File: config.mk
export PLATFORM = sky130hd
export DESIGN_NAME = security_zone_ctrl
export DESIGN_NICKNAME = d
export VERILOG_FILES = /design/src/rtl/security_pkg.sv /design/src/rtl/sec_countdown.sv /design/src/rtl/security_zone_ctrl.sv
export SDC_FILE = /design/constraint.sdc
export NUM_CORES = 1
export LEC_CHECK = 0
export ABC_AREA = 1
export CAP_MARGIN = 15
export CELL_PAD_IN_SITES_DETAIL_PLACEMENT = 1
export CELL_PAD_IN_SITES_GLOBAL_PLACEMENT = 2
export CORE_ASPECT_RATIO = 1.1
export CORE_MARGIN = 3
export CORE_UTILIZATION = 31
export DETAILED_ROUTE_END_ITERATION = 8
export DONT_BUFFER_PORTS = 1
export PLACE_DENSITY_LB_ADDON = 0.1
export SLEW_MARGIN = 0
export SYNTH_ARGS = -nofsm -noshare
export SYNTH_HDL_FRONTEND = slang
export SYNTH_HIERARCHICAL = 1
export SYNTH_SLANG_ARGS = --single-unit
File: constraint.sdc
create_clock -name clk -period 2.4 [get_ports clk]
set_clock_uncertainty 0.1 [all_clocks]
set_input_delay 0.24 -clock clk [delete_from_list [all_inputs] [get_ports clk]]
set_output_delay 0.24 -clock clk [all_outputs]
set_load 0.005 [all_outputs]
File: src/rtl/security_pkg.sv
// Shared definitions for the security zone controller: state encoding and
// sizing helpers used by the RTL and the bench.
package security_pkg;

    typedef enum logic [2:0] {
        StDisarmed   = 3'd0,
        StExitDelay  = 3'd1,
        StArmed      = 3'd2,
        StEntryDelay = 3'd3,
        StAlarm      = 3'd4
    } state_e;

    function automatic int unsigned max3(input int unsigned a, input int unsigned b,
                                         input int unsigned c);
        int unsigned m;
        m = (a > b) ? a : b;
        return (m > c) ? m : c;
    endfunction

    function automatic logic is_armed_state(input state_e s);
        return (s == StExitDelay) || (s == StArmed) || (s == StEntryDelay) || (s == StAlarm);
    endfunction

endpackage

File: src/rtl/sec_countdown.sv
// Loadable down-counter that saturates at zero; load wins over enable.
module sec_countdown #(
    parameter int unsigned WIDTH = 4
) (
    input  logic             clk,
    input  logic             rst,
    input  logic             load,
    input  logic [WIDTH-1:0] load_val,
    input  logic             en,
    output logic [WIDTH-1:0] count,
    output logic             zero
);

    always_ff @(posedge clk) begin
        if (rst) begin
            count <= '0;
        end else if (load) begin
            count <= load_val;
        end else if (en && (count != '0)) begin
            count <= count - WIDTH'(1);
        end
    end

    assign zero = (count == '0);

endmodule

File: src/rtl/security_zone_ctrl.sv
// Alarm-panel controller: exit/entry delays, instant zones, latched alarm with
// timed siren, and a sticky record of the zones that tripped.
module security_zone_ctrl
    import security_pkg::*;
#(
    parameter int unsigned NUM_ZONES    = 4,
    parameter int unsigned EXIT_CYCLES  = 16,
    parameter int unsigned ENTRY_CYCLES = 16,
    parameter int unsigned SIREN_CYCLES = 64,
    localparam int unsigned TIMER_W =
        $clog2(max3(EXIT_CYCLES, ENTRY_CYCLES, SIREN_CYCLES) + 1)
) (
    input  logic                 clk,
    input  logic                 rst,
    input  logic                 arm,
    input  logic                 disarm,
    input  logic [NUM_ZONES-1:0] sensor,
    input  logic [NUM_ZONES-1:0] zone_en,
    input  logic [NUM_ZONES-1:0] zone_instant,
    output logic [2:0]           state,
    output logic                 armed,
    output logic                 siren,
    output logic [NUM_ZONES-1:0] trip_zones,
    output logic [TIMER_W-1:0]   timer
);

    localparam logic [TIMER_W-1:0] EXIT_LOAD  = TIMER_W'(EXIT_CYCLES - 1);
    localparam logic [TIMER_W-1:0] ENTRY_LOAD = TIMER_W'(ENTRY_CYCLES - 1);
    localparam logic [TIMER_W-1:0] SIREN_LOAD = TIMER_W'(SIREN_CYCLES - 1);

    state_e               state_q, state_d;
    logic                 armed_q, armed_d;
    logic                 siren_q, siren_d;
    logic [NUM_ZONES-1:0] trip_q, trip_d;

    logic                 cnt_load, cnt_en, cnt_zero;
    logic [TIMER_W-1:0]   cnt_val, cnt_value;

    logic [NUM_ZONES-1:0] trip;
    logic                 trip_any, trip_inst;

    assign trip      = sensor & zone_en;
    assign trip_any  = |trip;
    assign trip_inst = |(trip & zone_instant);

    sec_countdown #(
        .WIDTH (TIMER_W)
    ) u_countdown (
        .clk      (clk),
        .rst      (rst),
        .load     (cnt_load),
        .load_val (cnt_val),
        .en       (cnt_en),
        .count    (cnt_value),
        .zero     (cnt_zero)
    );

    always_comb begin
        state_d  = state_q;
        siren_d  = siren_q;
        trip_d   = trip_q;
        cnt_load = 1'b0;
        cnt_val  = '0;
        cnt_en   = 1'b0;

        case (state_q)
            StDisarmed: begin
                siren_d = 1'b0;
                if (arm && !disarm) begin
                    state_d  = StExitDelay;
                    cnt_load = 1'b1;
                    cnt_val  = EXIT_LOAD;
                    trip_d   = '0;
                end
            end
            StExitDelay: begin
                if (cnt_zero) begin
                    state_d = StArmed;
                end else begin
                    cnt_en = 1'b1;
                end
            end
            StArmed: begin
                trip_d = trip_q | trip;
                if (trip_inst) begin
                    state_d  = StAlarm;
                    siren_d  = 1'b1;
                    cnt_load = 1'b1;
                    cnt_val  = SIREN_LOAD;
                end else if (trip_any) begin
                    state_d  = StEntryDelay;
                    cnt_load = 1'b1;
                    cnt_val  = ENTRY_LOAD;
                end
            end
            StEntryDelay: begin
                trip_d = trip_q | trip;
                if (trip_inst || cnt_zero) begin
                    state_d  = StAlarm;
                    siren_d  = 1'b1;
                    cnt_load = 1'b1;
                    cnt_val  = SIREN_LOAD;
                end else begin
                    cnt_en = 1'b1;
                end
            end
            StAlarm: begin
                // Siren runs once per alarm; later trips are only recorded.
                trip_d = trip_q | trip;
                if (cnt_zero) begin
                    siren_d = 1'b0;
                end else begin
                    cnt_en = 1'b1;
                end
            end
            default: begin
                state_d  = StDisarmed;
                siren_d  = 1'b0;
                cnt_load = 1'b1;
                cnt_val  = '0;
            end
        endcase

        // Disarm overrides everything except the trip record, kept for readout.
        if (disarm && (state_q != StDisarmed)) begin
            state_d  = StDisarmed;
            siren_d  = 1'b0;
            cnt_load = 1'b1;
            cnt_val  = '0;
            cnt_en   = 1'b0;
        end

        armed_d = is_armed_state(state_d);
    end

    always_ff @(posedge clk) begin
        if (rst) begin
            state_q <= StDisarmed;
            armed_q <= 1'b0;
            siren_q <= 1'b0;
            trip_q  <= '0;
        end else begin
            state_q <= state_d;
            armed_q <= armed_d;
            siren_q <= siren_d;
            trip_q  <= trip_d;
        end
    end

    assign state      = state_q;
    assign armed      = armed_q;
    assign siren      = siren_q;
    assign trip_zones = trip_q;
    assign timer      = cnt_value;

endmodule

# Yosys cells after proc, flatten, opt, wreduce, memory -nomap -nowiden
# Cells that the tools add are included.
# classes
n_addsub	1
eq_ne	12
n_mux	31
bitwise	4
reduce_logical	21
# op_table
operator	n
two-way mux 7 bit	3
two-way mux 3 bit	6
one-hot mux 6 bit (3 select lines)	1
one-hot mux 3 bit (5 select lines)	1
equality test 3 x 2 -> 1 bit (second input constant)	4
two-way mux 4 bit	3
two-way mux 6 bit	2
two-way mux 1 bit	11
bitwise AND 4 bit	2
!= test 2 bit (second input constant)	4
one-hot mux 1 bit (4 select lines)	2
one-hot mux 4 bit (2 select lines)	1
OR reduction 4 bit	2
zero test 7 bit	1
nonzero test 7 bit	1
subtractor 7 x 1 -> 7 bit (second input constant)	1
equality test 3 x 1 -> 1 bit (second input constant)	2
equality test 3 bit (second input constant)	2
logical OR 1 bit	4
bitwise OR 4 bit	1
AND reduction 4 bit	1
nonzero test 2 bit	2
OR reduction 2 bit	2
logical AND 1 bit	3
other kinds (7)	7
# totals
ff_bits	16
in_bits	16
out_inout_bits	16
wordCells	74

# Longest topological paths before layout
# depth
ltp_word	11
depth_mapped	16

# Modules after synthesis
# The synthesis kept the hierarchy.
# by_module_without_submodules
mod	instances	cells_per_inst	area_per_inst_um2
security_zone_ctrl	1	96	583.1
sec_countdown	1	92	530.5

# Worst setup path after synthesis
# Ideal clock, no wire load.
# synth_path
path_kind	register to register
startpoint	register u_countdown.count[0]
endpoint	register u_countdown.count[3]
arrival_time_ns	1.968
setup_slack_ns	0.220
path_stages_with_launch	14
n_path_buf	0
period_less_slack_ns	2.180
path_cell_list	dfxtp_1 -> inv_1 -> ha_1 -> nand2_2 -> nor2_2 -> nand2_4 -> inv_1 -> nor3_2 -> nand2_2 -> a21oi_1 -> nand3b_1 -> nand2_1 -> nor2_1 -> nor2_1
# synth_between
elab_chain_cells	7
elab_cells_between_ends	18
# synth_lines
element	line_no	rtl
from (decl)	sec_countdown.sv:10	output logic [WIDTH-1:0] count,
from (signal assigned)	sec_countdown.sv:18	count <= load_val;
from (signal assigned)	sec_countdown.sv:20	count <= count - WIDTH'(1);
zero test 7 bit *	sec_countdown.sv:24	assign zero = (count == '0);
net cnt_zero	security_zone_ctrl.sv:36	logic cnt_load, cnt_en, cnt_zero;
logical OR 1 bit	security_zone_ctrl.sv:98	if (trip_inst || cnt_zero) begin
two-way mux 1 bit	security_zone_ctrl.sv:98	
one-hot mux 1 bit (2 select lines) *	security_zone_ctrl.sv:66	case (state_q)
two-way mux 1 bit *	security_zone_ctrl.sv:125	if (disarm && (state_q != StDisarmed)) begin
net cnt_en	security_zone_ctrl.sv:36	
logical AND 1 bit *	sec_countdown.sv:19	end else if (en && (count != '0)) begin
nonzero test 2 bit (no source line) *	-	
# The timed path passes the listed nets; every way through them passes the cells marked *. The select of a mux whose other input is x is not followed.
# A chain may end at the register's enable or synchronous reset.

# Worst setup path after layout
# layout_path
startpoint	register u_countdown.count[1]
endpoint	register state_q[0] (netlist: state[0])
# layout_between
elab_chain_cells	5
elab_cells_between_ends	6
# layout_lines
element	line_no	rtl
zero test 7 bit *	sec_countdown.sv:24	
net cnt_zero	security_zone_ctrl.sv:36	
logical OR 1 bit	security_zone_ctrl.sv:98	
two-way mux 3 bit	security_zone_ctrl.sv:98	
one-hot mux 3 bit (5 select lines) *	security_zone_ctrl.sv:66	
two-way mux 3 bit *	security_zone_ctrl.sv:125	
to (signal assigned)	security_zone_ctrl.sv:138	state_q <= StDisarmed;
to (signal assigned)	security_zone_ctrl.sv:143	state_q <= state_d;
to (decl)	security_zone_ctrl.sv:31	state_e state_q, state_d;
# The timed path passes the listed nets; every way through them passes the cells marked *.

==> impl_metrics.tcl <==
set metrics [dict create \
    cts_sinks 16 \
    vias 1232 \
    dpl.cell_count 239 \
    synth_seq_cells 16 \
    p_per_area_mw_per_mm2 1140 \
    max_stage_delay_ns 0.56 \
    viasPerCell 4.78 \
    die_area_mm2 0.00435 \
    drt_iter0_drc 26 \
    crit_family "simple AND/OR/NAND/NOR gates" \
    htree_levels 1 \
    top_usage_layer "met2" \
    wire_per_inst_um 13.2 \
    dpl.hpwl_mm 2.65 \
    ys_seq_area_share_pct 28.8 \
    antenna_found_initial 0 \
    io_buffers 0 \
    grt_max_degree 13 \
    hold_class "primary input to flop" \
    clk_pin_slew_ns 0.11 \
    dr.pass1.iters 4 \
    cts_root_buf "clkbuf_4" \
    finalMaxSlewViolations 0 \
    post-route-period-util_pct 91.7 \
    cts-buffers-inserted 3 \
    use_met2_pct 31.8 \
    startpoint_type "flop" \
    die_h_um 68.9 \
    grt_pass1_vias 1244 \
    diodes 0 \
    fmax_mhz 455 \
    p_leak_uw 0.000724 \
    ir_worst_vdd_mv 0.427 \
    max-cap-violations 0 \
    cp_max_fo 6 \
    grt-ovfl-total 0 \
    core_area_mm2 0.00339 \
    drive_above_1_share_pct 20.0 \
    grt_pass1_wl_mm 5.53 \
    endpoint_kind "flop" \
    slowest_stage "dlygate4sd3_1" \
    syn_nets 205 \
    cp_data_arrival_time_ns 2.34 \
    insertion_delay_ns 0.29 \
    wl_mm 3.42 \
    cts_buffer_depth 2 \
    die_w_um 63.1 \
    track_usage_pct 16.5 \
    syn_to_final_growth_pct 24.7 \
    mostFrequentLayoutCells "nand2_1 (44), nor2_1 (44), inv_1 (20), nand3_1 (17), dfxtp_1 (14)" \
    setup_viol 0 \
    stdcell_count 258 \
    grtUsageMet1_pct 17.7 \
    fp-row-count 22 \
    synth_warnings 6 \
    ant_nets 0 \
    ios 32 \
    gp_congestion 0.784 \
    final-hold-violation-count 0 \
    syn_area_mm2 0.00111 \
    nFillCells 480 \
    use_met3_pct 3.89 \
    cts_tree "done" \
    yosys.cell_types.count 19 \
    min_period_ns 2.20 \
    critPathRequiredTime_ns 2.54 \
    reg2reg_slack_ns 0.20 \
    crit_chain "inv_1, ha_2, nand2_2, nor2_2, nand2_4, inv_2, nor3_2, nand2_2, nand3_2, nand2_1, nor2_1, dlygate4sd3_1" \
    crit_top_cell "nand2_2" \
    final_util_pct 41.0 \
    status "finished clean" \
    start_util_pct 32.9 \
    syn_inst 188 \
    path_buf_inv 3 \
    worstSetupPathType "flop to flop" \
    nNetsFinal 228 \
    drc 0 \
    syn_avg_cell_area_um2 5.92 \
]
==> worst reg2reg max path, delay by kind of cell, from the launching register on <==
| kind | cells | cell delay [ns] |
|---|---|---|
| simple gates | 8 | 0.79 |
| buf+inv | 3 | 0.69 |
| fa+ha+maj | 1 | 0.19 |
| flops | 1 | 0.37 |
==> Yosys cell counts <==
master	instances	area, um^2
nor2_1	44	165
nand4_1	5	31.3
nand3b_1	2	15.0
ha_1	1	12.5
conb_1	1	3.75
buf_4	1	7.51
nand3_2	2	20.0
nand3_1	19	95.1
nand2_4	3	33.8
nand2_2	5	31.3
nor2_2	8	50.1
inv_1	23	86.3
nor3_2	1	10.0
inv_2	3	11.3
o21ai_0	1	5.00
nand2_1	44	165
a31oi_1	4	25.0
a21oi_1	5	25.0
dfxtp_1	16	320
==> flip-flops by register name (all words and copies together) (netlist names) <==
signal,flops
siren,1
state,3
trip_zones,4
u_countdown/count,7
armed,1
==> cell families (layout without fill, tap and decap cells) <==
| family | count (synthesis) | in the layout | share of synthesized area (%) |
|---|---|---|---|
| adders and majority gates | 1 | 1 | 1.12 |
| buffers and inverters | 27 | 49 | 9.44 |
| and+or+nand+nor | 133 | 133 | 55.4 |
| other | 1 | 1 | 0.337 |
| DFF | 16 | 16 | 28.8 |
| AOI/OAI and AO/OA | 10 | 10 | 4.94 |
==> metrics by stage <==
step                      TNS (ns)  setup WS [ns]  hold WS (ns)  power [uW]  cell area (um^2)
after CTS                        0        0.00304        -0.105        1540              1330
after global placement           0          0.127         0.215        1300              1200
final                            0          0.200       0.00731        1580              1390
after floorplan                  0          0.220         0.212        1090              1110
after global routing      -0.00138       -0.00138       0.00934        1750              1390
after detailed placement         0         0.0181         0.217        1320              1200
==> metal layers <==
| metal | vias up | wire length, um |
|---|---|---|
| met5 | - | 0 |
| met4 | 0 | 41 |
| met3 | 5 | 179 |
| met2 | 27 | 1790 |
| met1 | 560 | 1410 |
| li1 | 640 | - |
==> final timing paths <==
kind	startpoint	to	depth (start not counted)
worst max-delay path	u_countdown/count[1]	state[0]	12
worst min-delay path	rst	u_countdown/count[2]	3
worst max register to register	u_countdown/count[1]	state[0]	12
worst min register to register	trip_zones[0]	trip_zones[0]	2
==> report_power, final <==
part,switching [uW],leakage [uW],internal [uW]
Combinational,594,0.000571,364
Clock,96.5,0.0000210,92.4
Sequential,89.8,0.000132,340
==> final cells by class <==
class	instances	area (um^2)	area share, %
repair buffers	19	168	12.1
inverters	26	101	7.30
clock buffers	4	36.3	2.61
flip-flops and latches	16	323	23.2
multi-input cells	145	701	50.5
well taps	48	60.1	4.32
==> timing repair <==
item                                    CTS  global route
endpoints found under the setup margin    0            10
resized for setup                         0             8
endpoints found under the hold margin    14             5
setup buffers                             0             4
hold buffers                             10             1
Note: power is estimated with default switching activity, not from simulation.
